--- src/rtl/bht_update_gen.sv ---
// bht_update_gen: in-order FIFO of fetch-side branch predictions. Each entry is matched
// against the next resolved branch and turned into a registered predictor update.
// Ports:
//   clk_i, rst_ni                       clock; synchronous active-low reset
//   flush_i                             drops every in-flight entry
//   debug_mode_i                        suppresses upd_valid_o
//   push_valid_i/push_ready_o           accept {push_pc_i, push_taken_i, push_index_i}
//   resolve_valid_i                     oldest branch resolved: {resolve_pc_i, resolve_taken_i}
//   upd_valid_o, upd_pc_o, upd_taken_o, upd_index_o, mispredict_o   registered update, one cycle
//   order_err_o                         sticky ordering error
//   count_o                             occupancy
module bht_update_gen #(
  parameter int unsigned VLEN  = 64,
  parameter int unsigned IDX_W = 10,
  parameter int unsigned DEPTH = 8
) (
  input  logic                       clk_i,
  input  logic                       rst_ni,
  input  logic                       flush_i,
  input  logic                       debug_mode_i,
  input  logic                       push_valid_i,
  output logic                       push_ready_o,
  input  logic [VLEN-1:0]            push_pc_i,
  input  logic                       push_taken_i,
  input  logic [IDX_W-1:0]           push_index_i,
  input  logic                       resolve_valid_i,
  input  logic [VLEN-1:0]            resolve_pc_i,
  input  logic                       resolve_taken_i,
  output logic                       upd_valid_o,
  output logic [VLEN-1:0]            upd_pc_o,
  output logic                       upd_taken_o,
  output logic [IDX_W-1:0]           upd_index_o,
  output logic                       mispredict_o,
  output logic                       order_err_o,
  output logic [$clog2(DEPTH):0]     count_o
);
  localparam int unsigned PW = $clog2(DEPTH);
  localparam int unsigned CW = PW + 1;
  logic [VLEN-1:0]  pc_mem  [DEPTH];
  logic             tk_mem  [DEPTH];
  logic [IDX_W-1:0] idx_mem [DEPTH];
  logic [PW-1:0]    wr_q, wr_d, rd_q, rd_d;
  logic [CW-1:0]    count_q, count_d;
  logic             upd_valid_q, upd_taken_q, mispredict_q, order_err_q;
  logic [VLEN-1:0]  upd_pc_q;
  logic [IDX_W-1:0] upd_index_q;
  logic             do_push, do_pop, hit, err_set;
  // Readiness comes from the registered count only, so a same-cycle pop never frees a slot.
  assign push_ready_o = count_q < CW'(DEPTH);
  assign do_push      = push_valid_i && push_ready_o && !flush_i;
  assign do_pop       = resolve_valid_i && (count_q != '0) && !flush_i;
  assign hit          = do_pop && (resolve_pc_i == pc_mem[rd_q]);
  // A resolve with nothing queued, or whose PC is not the head, means the streams diverged.
  assign err_set      = resolve_valid_i && !flush_i && ((count_q == '0) || !hit);
  // DEPTH is a power of two, so the pointers wrap by plain overflow.
  always_comb begin
    wr_d    = flush_i ? '0 : wr_q + PW'(do_push);
    rd_d    = flush_i ? '0 : rd_q + PW'(do_pop);
    count_d = flush_i ? '0 : count_q + CW'(do_push) - CW'(do_pop);
  end
  always_ff @(posedge clk_i) begin
    if (!rst_ni) begin
      wr_q         <= '0;
      rd_q         <= '0;
      count_q      <= '0;
      upd_valid_q  <= 1'b0;
      upd_pc_q     <= '0;
      upd_taken_q  <= 1'b0;
      upd_index_q  <= '0;
      mispredict_q <= 1'b0;
      order_err_q  <= 1'b0;
    end else begin
      wr_q         <= wr_d;
      rd_q         <= rd_d;
      count_q      <= count_d;
      upd_valid_q  <= hit && !debug_mode_i;
      mispredict_q <= hit && (resolve_taken_i != tk_mem[rd_q]);
      if (hit) begin
        upd_pc_q    <= pc_mem[rd_q];
        upd_taken_q <= resolve_taken_i;
        upd_index_q <= idx_mem[rd_q];
      end
      if (err_set) order_err_q <= 1'b1;
    end
  end
  always_ff @(posedge clk_i) begin
    if (do_push) begin
      pc_mem[wr_q]  <= push_pc_i;
      tk_mem[wr_q]  <= push_taken_i;
      idx_mem[wr_q] <= push_index_i;
    end
  end
  assign upd_valid_o  = upd_valid_q;
  assign upd_pc_o     = upd_pc_q;
  assign upd_taken_o  = upd_taken_q;
  assign upd_index_o  = upd_index_q;
  assign mispredict_o = mispredict_q;
  assign order_err_o  = order_err_q;
  assign count_o      = count_q;
endmodule

--- config.mk ---
export PLATFORM = sky130hd
export DESIGN_NAME = bht_update_gen
export DESIGN_NICKNAME = d
export VERILOG_FILES = /design/src/rtl/bht_update_gen.sv
export SDC_FILE = /design/constraint.sdc
export NUM_CORES = 1
export LEC_CHECK = 0
export BUFFER_PORTS_ARGS = -buffer_cell sky130_fd_sc_hd__buf_4
export CAP_MARGIN = 20
export CORE_MARGIN = 2
export CORE_UTILIZATION = 51
export CTS_CLUSTER_SIZE = 10
export DETAILED_ROUTE_END_ITERATION = 7
export PLACE_DENSITY = 0.7
export REMOVE_ABC_BUFFERS = 1
export SLEW_MARGIN = 20
export SYNTH_ARGS = -nofsm -noshare
export SYNTH_HDL_FRONTEND = slang
export SYNTH_SLANG_ARGS = --single-unit
--- constraint.sdc ---
create_clock -name clk_i -period 9.05 [get_ports clk_i]
set_input_delay 0.905 -clock clk_i [delete_from_list [all_inputs] [get_ports clk_i]]
set_output_delay 0.905 -clock clk_i [all_outputs]
set_load 0.02 [all_outputs]
Yosys cells after proc, flatten, opt, wreduce, memory -nomap -nowiden:

Memories as Yosys holds them, arrays and structs flattened. A register that Yosys moved wholly into a read port is not among the register bits.
Index checks and enable logic that the tools add are counted.

* input port bits: 146
* RAM bits: 600
* output and inout bits: 83
* memories kept: 3
* logic and storage cells: 40
* bits in registers: 78

* add/subtract/negate cells: 4
* multiplexer cells: 4
* $lt $le $gt $ge: 1
* equality and inequality tests: 2
* reduce and logical (&&, ||, !) cells: 17
* bitwise logic cells: 1

Memory list
* pc_mem: words 8, width 64, read ports 1, clocked after memory_dff 1, write ports 1, RTL line 39 `logic [VLEN-1:0] pc_mem [DEPTH];`
* idx_mem: words 8, width 10, read ports 1, clocked after memory_dff 1, write ports 1, RTL line 41 `logic [IDX_W-1:0] idx_mem [DEPTH];`
* tk_mem: words 8, width 1, read ports 1, clocked after memory_dff 1, write ports 1, RTL line 40 `logic tk_mem [DEPTH];`

Operator list (count)
* 64-bit equality test: 1
* 1-bit logical AND: 9
* 3-bit by 1-bit adder with 3-bit output: 2
* 3-bit two-way mux: 2
* 4-bit by 1-bit adder with 4-bit output: 1
* 1-bit zero test: 4
* 4-bit zero test: 1
* 4-bit < comparator, second input constant: 1
* 4-bit nonzero test: 1
* 4-bit by 1-bit subtractor with 4-bit output: 1
* 1-bit two-way mux: 2
* 2-bit OR reduction: 1
* 1-bit logical OR: 1
* 1-bit != test: 1
* 1-bit inverter: 1

Depth between registers and ports, before layout:

* word-level depth: 7
* depth in mapped cells: 14
* depth with buffers taken out: 10

Worst setup path after synthesis:

No wires, ideal clock.

* path type: input-to-reg
* start point: in flush_i
* end point: mem idx_mem[0][0] (enable)
* stages: 3
* setup slack: 1.951 ns
* arrival time: 6.498 ns
* path buffers: 0
* setup time: 0.601 ns
* data required time: 8.449 ns
* cells stage by stage: nor3b_1 -> nand2b_1 -> nor3_1

* longest elaborated chain between the ends: 4

RTL lines
* from (decl): RTL line 19 `input logic flush_i,`
* 1-bit zero test: RTL line 50 `assign do_push = push_valid_i && push_ready_o && !flush_i;`
* 1-bit logical AND: RTL line 50
* 1-bit two-way mux: RTL line 87 `if (do_push) begin`
* 1-bit two-way mux (implied by the code): RTL line 90 `idx_mem[wr_q] <= push_index_i;`
* to (decl): RTL line 41

Every way passes these cells.

==> metrics.md <==
| Metric | Value |
|---|---|
| Status | `finished, final reports clean` |
| Worst reg2reg path startpoint | `rd_q[1]` |
| Worst setup path start | `rd_q[1]` |
| Critical path endpoint category | `flop` |
| CTS tree | `yes` |
| Cts bufs inserted | `~80` |
| Synth Flop Type | `edfxtp_1` |
| Synthesized area | `27400 µm²` |
| Later-pin clock latency in the skew report | `620 ps` |
| Async SR Flop Fraction | `0%` |
| Setup_tns | `0 ps` |
| Via Count | `14700` |
| Slowest stage delay, CP | `1010 ps` |
| CP required | `9540 ps` |
| FF-to-FF End | `upd_pc_o[8]` |
| Die width | `236 µm` |
| Sequential share of the synthesized area | `a little over 70%` |
| Synth top area share | `between 60 and 70%` |
| Initial antenna violation count | `9` |
| Placer Congestion | `0.841` |
| Worst-path clk slew | `60 ps` |
| EDFF count, synth | `600` |
| Synthesized flop and latch total | `688` |
| RSZ-0062 raised after global routing | `no` |
| Postcts setup bufs | `0` |
| WL final | `63.4 mm` |
| Site Rows | `84` |
| Max_cap viols | `0` |
| Number of global-route vias before repair | `14900` |
| Pin count of the biggest net entering global routing | `101` |
| Finish-stage setup viols | `0` |
| Cell variety after synth | `55` |
| Max transition margin | `30.6%` |
| DRC viols | `0` |
| Worst Reg-to-Reg Cells | `10` |
| # fillers | `3873` |
| Post-synth top area cell | `edfxtp_1` |
| Critical path class | `flop to flop` |
| Cells along the critical path | `buf_4 -> nor2b_1 -> a22oi_1 -> nand3_1 -> or4bb_1 -> nor4b_1 -> nand4_1 -> nor4_4 -> buf_4 -> mux2_1` |
| Largest cells by area after synthesis | `edfxtp_1, mux4_2, dfxtp_1, mux2i_1, mux2_2` |
| Fin. Hold Viols | `0` |
| Worst clock skew | `20.3 ps` |
| Pwr dens | `207 nW/µm²` |
| # IOs | `between 200 and 250` |
| Leakage | `10.5 nW` |
| Synth top cells by count | `edfxtp_1, mux2i_1, mux4_2` |
| Fin crit share | `around three fifths` |
| Synth warn | `0` |
| Hold buffer count at cts | `0` |
| Final min period | `5460 ps` |
| WHS Endpoint | `upd_pc_o[12]` |
| Area grow syn2layout | `17.3%` |
| Vias/cell | `5.82` |
| Syn Inst Count | `1506` |
| Root Buffer | `clkbuf_16` |
| Wire per inst | `between 20 and 30 µm` |
| WP buf/inv | `2` |
| Worst Path Arrival | `5950 ps` |
| First-pass GRT wire length | `between 90 and 100 mm` |
| Crit start category | `flop` |
| Reg area | `19800 µm²` |
| Worst slew pin tran | `1040 ps` |
| ANT nets after route | `0` |
| Max frequency | `183 MHz` |
| Worst-path maximum fanout | `56` |
| Reg2reg setup slack | `about 3600 ps` |
| CORE AREA | `52900 µm²` |
| Hold Startpoint | `upd_pc_o[12]` |
| Max VDD drop | `0.121 mV` |
| Placed cells | `~2400` |
| Total grt overflow | `0` |
| Initial Util | `51.8%` |
| Die height | `about 240 µm` |
| Hold path cells | `2` |
| Buffer levels on the longest clock path | `3` |
| Synthesized area per cell | `18.2 µm²` |
| CP max stage cell | `dfxtp_4` |
| TritonRoute pass-1 iters | `5` |
| Layout cells sized above 1 | `roughly 28%` |
| Post-cts sizing count | `0` |
| Post-DP HPWL | `38.1 mm` |
| Slew Limit Fails | `0` |
| Most common cell on crit path | `buf_4` |
| Die Footprint | `55600 µm²` |
| Number of buffers added on ports | `228` |
| Top delay family on crit path | `simple AND/OR/NAND/NOR gates` |
| 1st-iter DRT viols | `1425` |
| Layout Nets | `1924` |
| All-Layer GR Usage | `between 20 and 25%` |
| CTS H-Tree Depth | `3` |
| Clock sinks | `around 690` |
| Final std cells w/o fill | `2523` |
| HP Class | `flop to flop` |
| Multi-input gate area | `7220 µm²` |
| Most common cell in the netlist | `edfxtp_1` |
==> worst reg2reg max path, stage by stage (launching register included) <==
cell	delay, ps
dfxtp_4	1010
buf_4	700
nor2b_1	700
a22oi_1	240
nand3_1	170
or4bb_1	480
nor4b_1	380
nand4_1	270
nor4_4	290
buf_4	660
mux2_1	430
==> worst max-delay path by stage <==
stage                          end  slack (ps)  cells after the start
floorplan           upd_index_o[0]       -3620                      8
global placement      upd_pc_o[27]        3600                     10
detailed placement     upd_pc_o[8]        3590                     10
CTS                    upd_pc_o[8]        3550                     10
global route           upd_pc_o[8]        3210                     10
finish                 upd_pc_o[8]        3590                     10
==> report_power, final <==
part           internal, W  switching (W)
Clock              0.00173        0.00117
Sequential         0.00347     0.00000698
Combinational     0.000109       0.000157
==> placed cells by master (no fill, tap or decap), types with 3 or more instances in the layout <==
cell type and n:
or3_1 30, nor4_1 10, mux2_1 8, xnor2_1 26
buf_4 249, diode_2 3, nor2_1 21, mux2_2 40
nor2b_1 6, ha_1 9, mux4_2 104, o2111ai_1 5
o22ai_1 15, nand2_1 96, a21oi_1 6, nor2_4 6
o21ai_0 15, xor2_1 22, inv_1 10, dfxtp_4 3
mux2i_1 168, nand4_1 15, nand2b_1 31, nand3_1 10
clkbuf_1 57, dfxtp_1 85, or4_1 4, nor3_1 4
clkbuf_16 83, inv_6 3, and4_1 3, a22oi_1 9
or2_2 12, edfxtp_1 600, a22o_1 19, and2_1 17
nor3b_1 3
==> layout make-up <==
type	instances	share of cell area, %
tap	688	2.68
antenna	3	0.0233
clock buffer	140	7.12
timing repair buffer	250	5.88
clock inverter	5	0.191
sequential	688	61.5
inverter	10	0.117
multi-input combinational	739	22.5
==> metrics by stage <==
stage               util [%]  setup WS (ps)  power [W]  hold WS [ps]  area (µm²)
floorplan                  -          -3620    0.00366           531       27000
global placement        56.4           3600    0.00380           438       29800
detailed placement      56.4           3590    0.00381           450       29800
CTS                     60.8           3550    0.00670           442       32200
global route            60.8           3210    0.00685           457       32200
finish                  60.8           3590    0.00665           455       32200
==> cell families (layout without fill, tap and decap cells) <==
| group | count (synthesis) | in the layout | share of synthesized area (%) |
|---|---|---|---|
| DFF | 688 | 688 | 72.2 |
| adders and majority gates | 10 | 10 | 0.484 |
| xor gates and xnor gates | 48 | 48 | 1.53 |
| muxes | 320 | 320 | 16.7 |
| buffers and inverters | 79 | 405 | 1.72 |
| other | 0 | 3 | 0 |
| AOI/OAI and AO/OA | 79 | 79 | 2.04 |
| and+or+nand+nor | 282 | 282 | 5.41 |
==> registers in the layout, summed over array words and instances (netlist names) <==
| name | flops |
|---|---|
| upd_pc_o | 64 |
| tk_mem | 8 |
| upd_index_o | 10 |
| upd_valid_o | 1 |
| order_err_o | 1 |
| mispredict_o | 1 |
| count_o | 4 |
| upd_taken_o | 1 |
| wr_q | 3 |
| rd_q | 3 |
| pc_mem | 512 |
| idx_mem | 80 |
==> routing by layer <==
| metal | GRT usage (%) | up-vias | wire, µm |
|---|---|---|---|
| met3 | 6.06 | 103 | 5060 |
| met4 | 7.37 | 12 | 1460 |
| li1 | - | 6506 | - |
| met5 | 0 | - | 75 |
| met1 | 31.0 | 7529 | 26500 |
| met2 | 36.3 | 539 | 30400 |
Note: power is estimated with default switching activity, not from simulation.
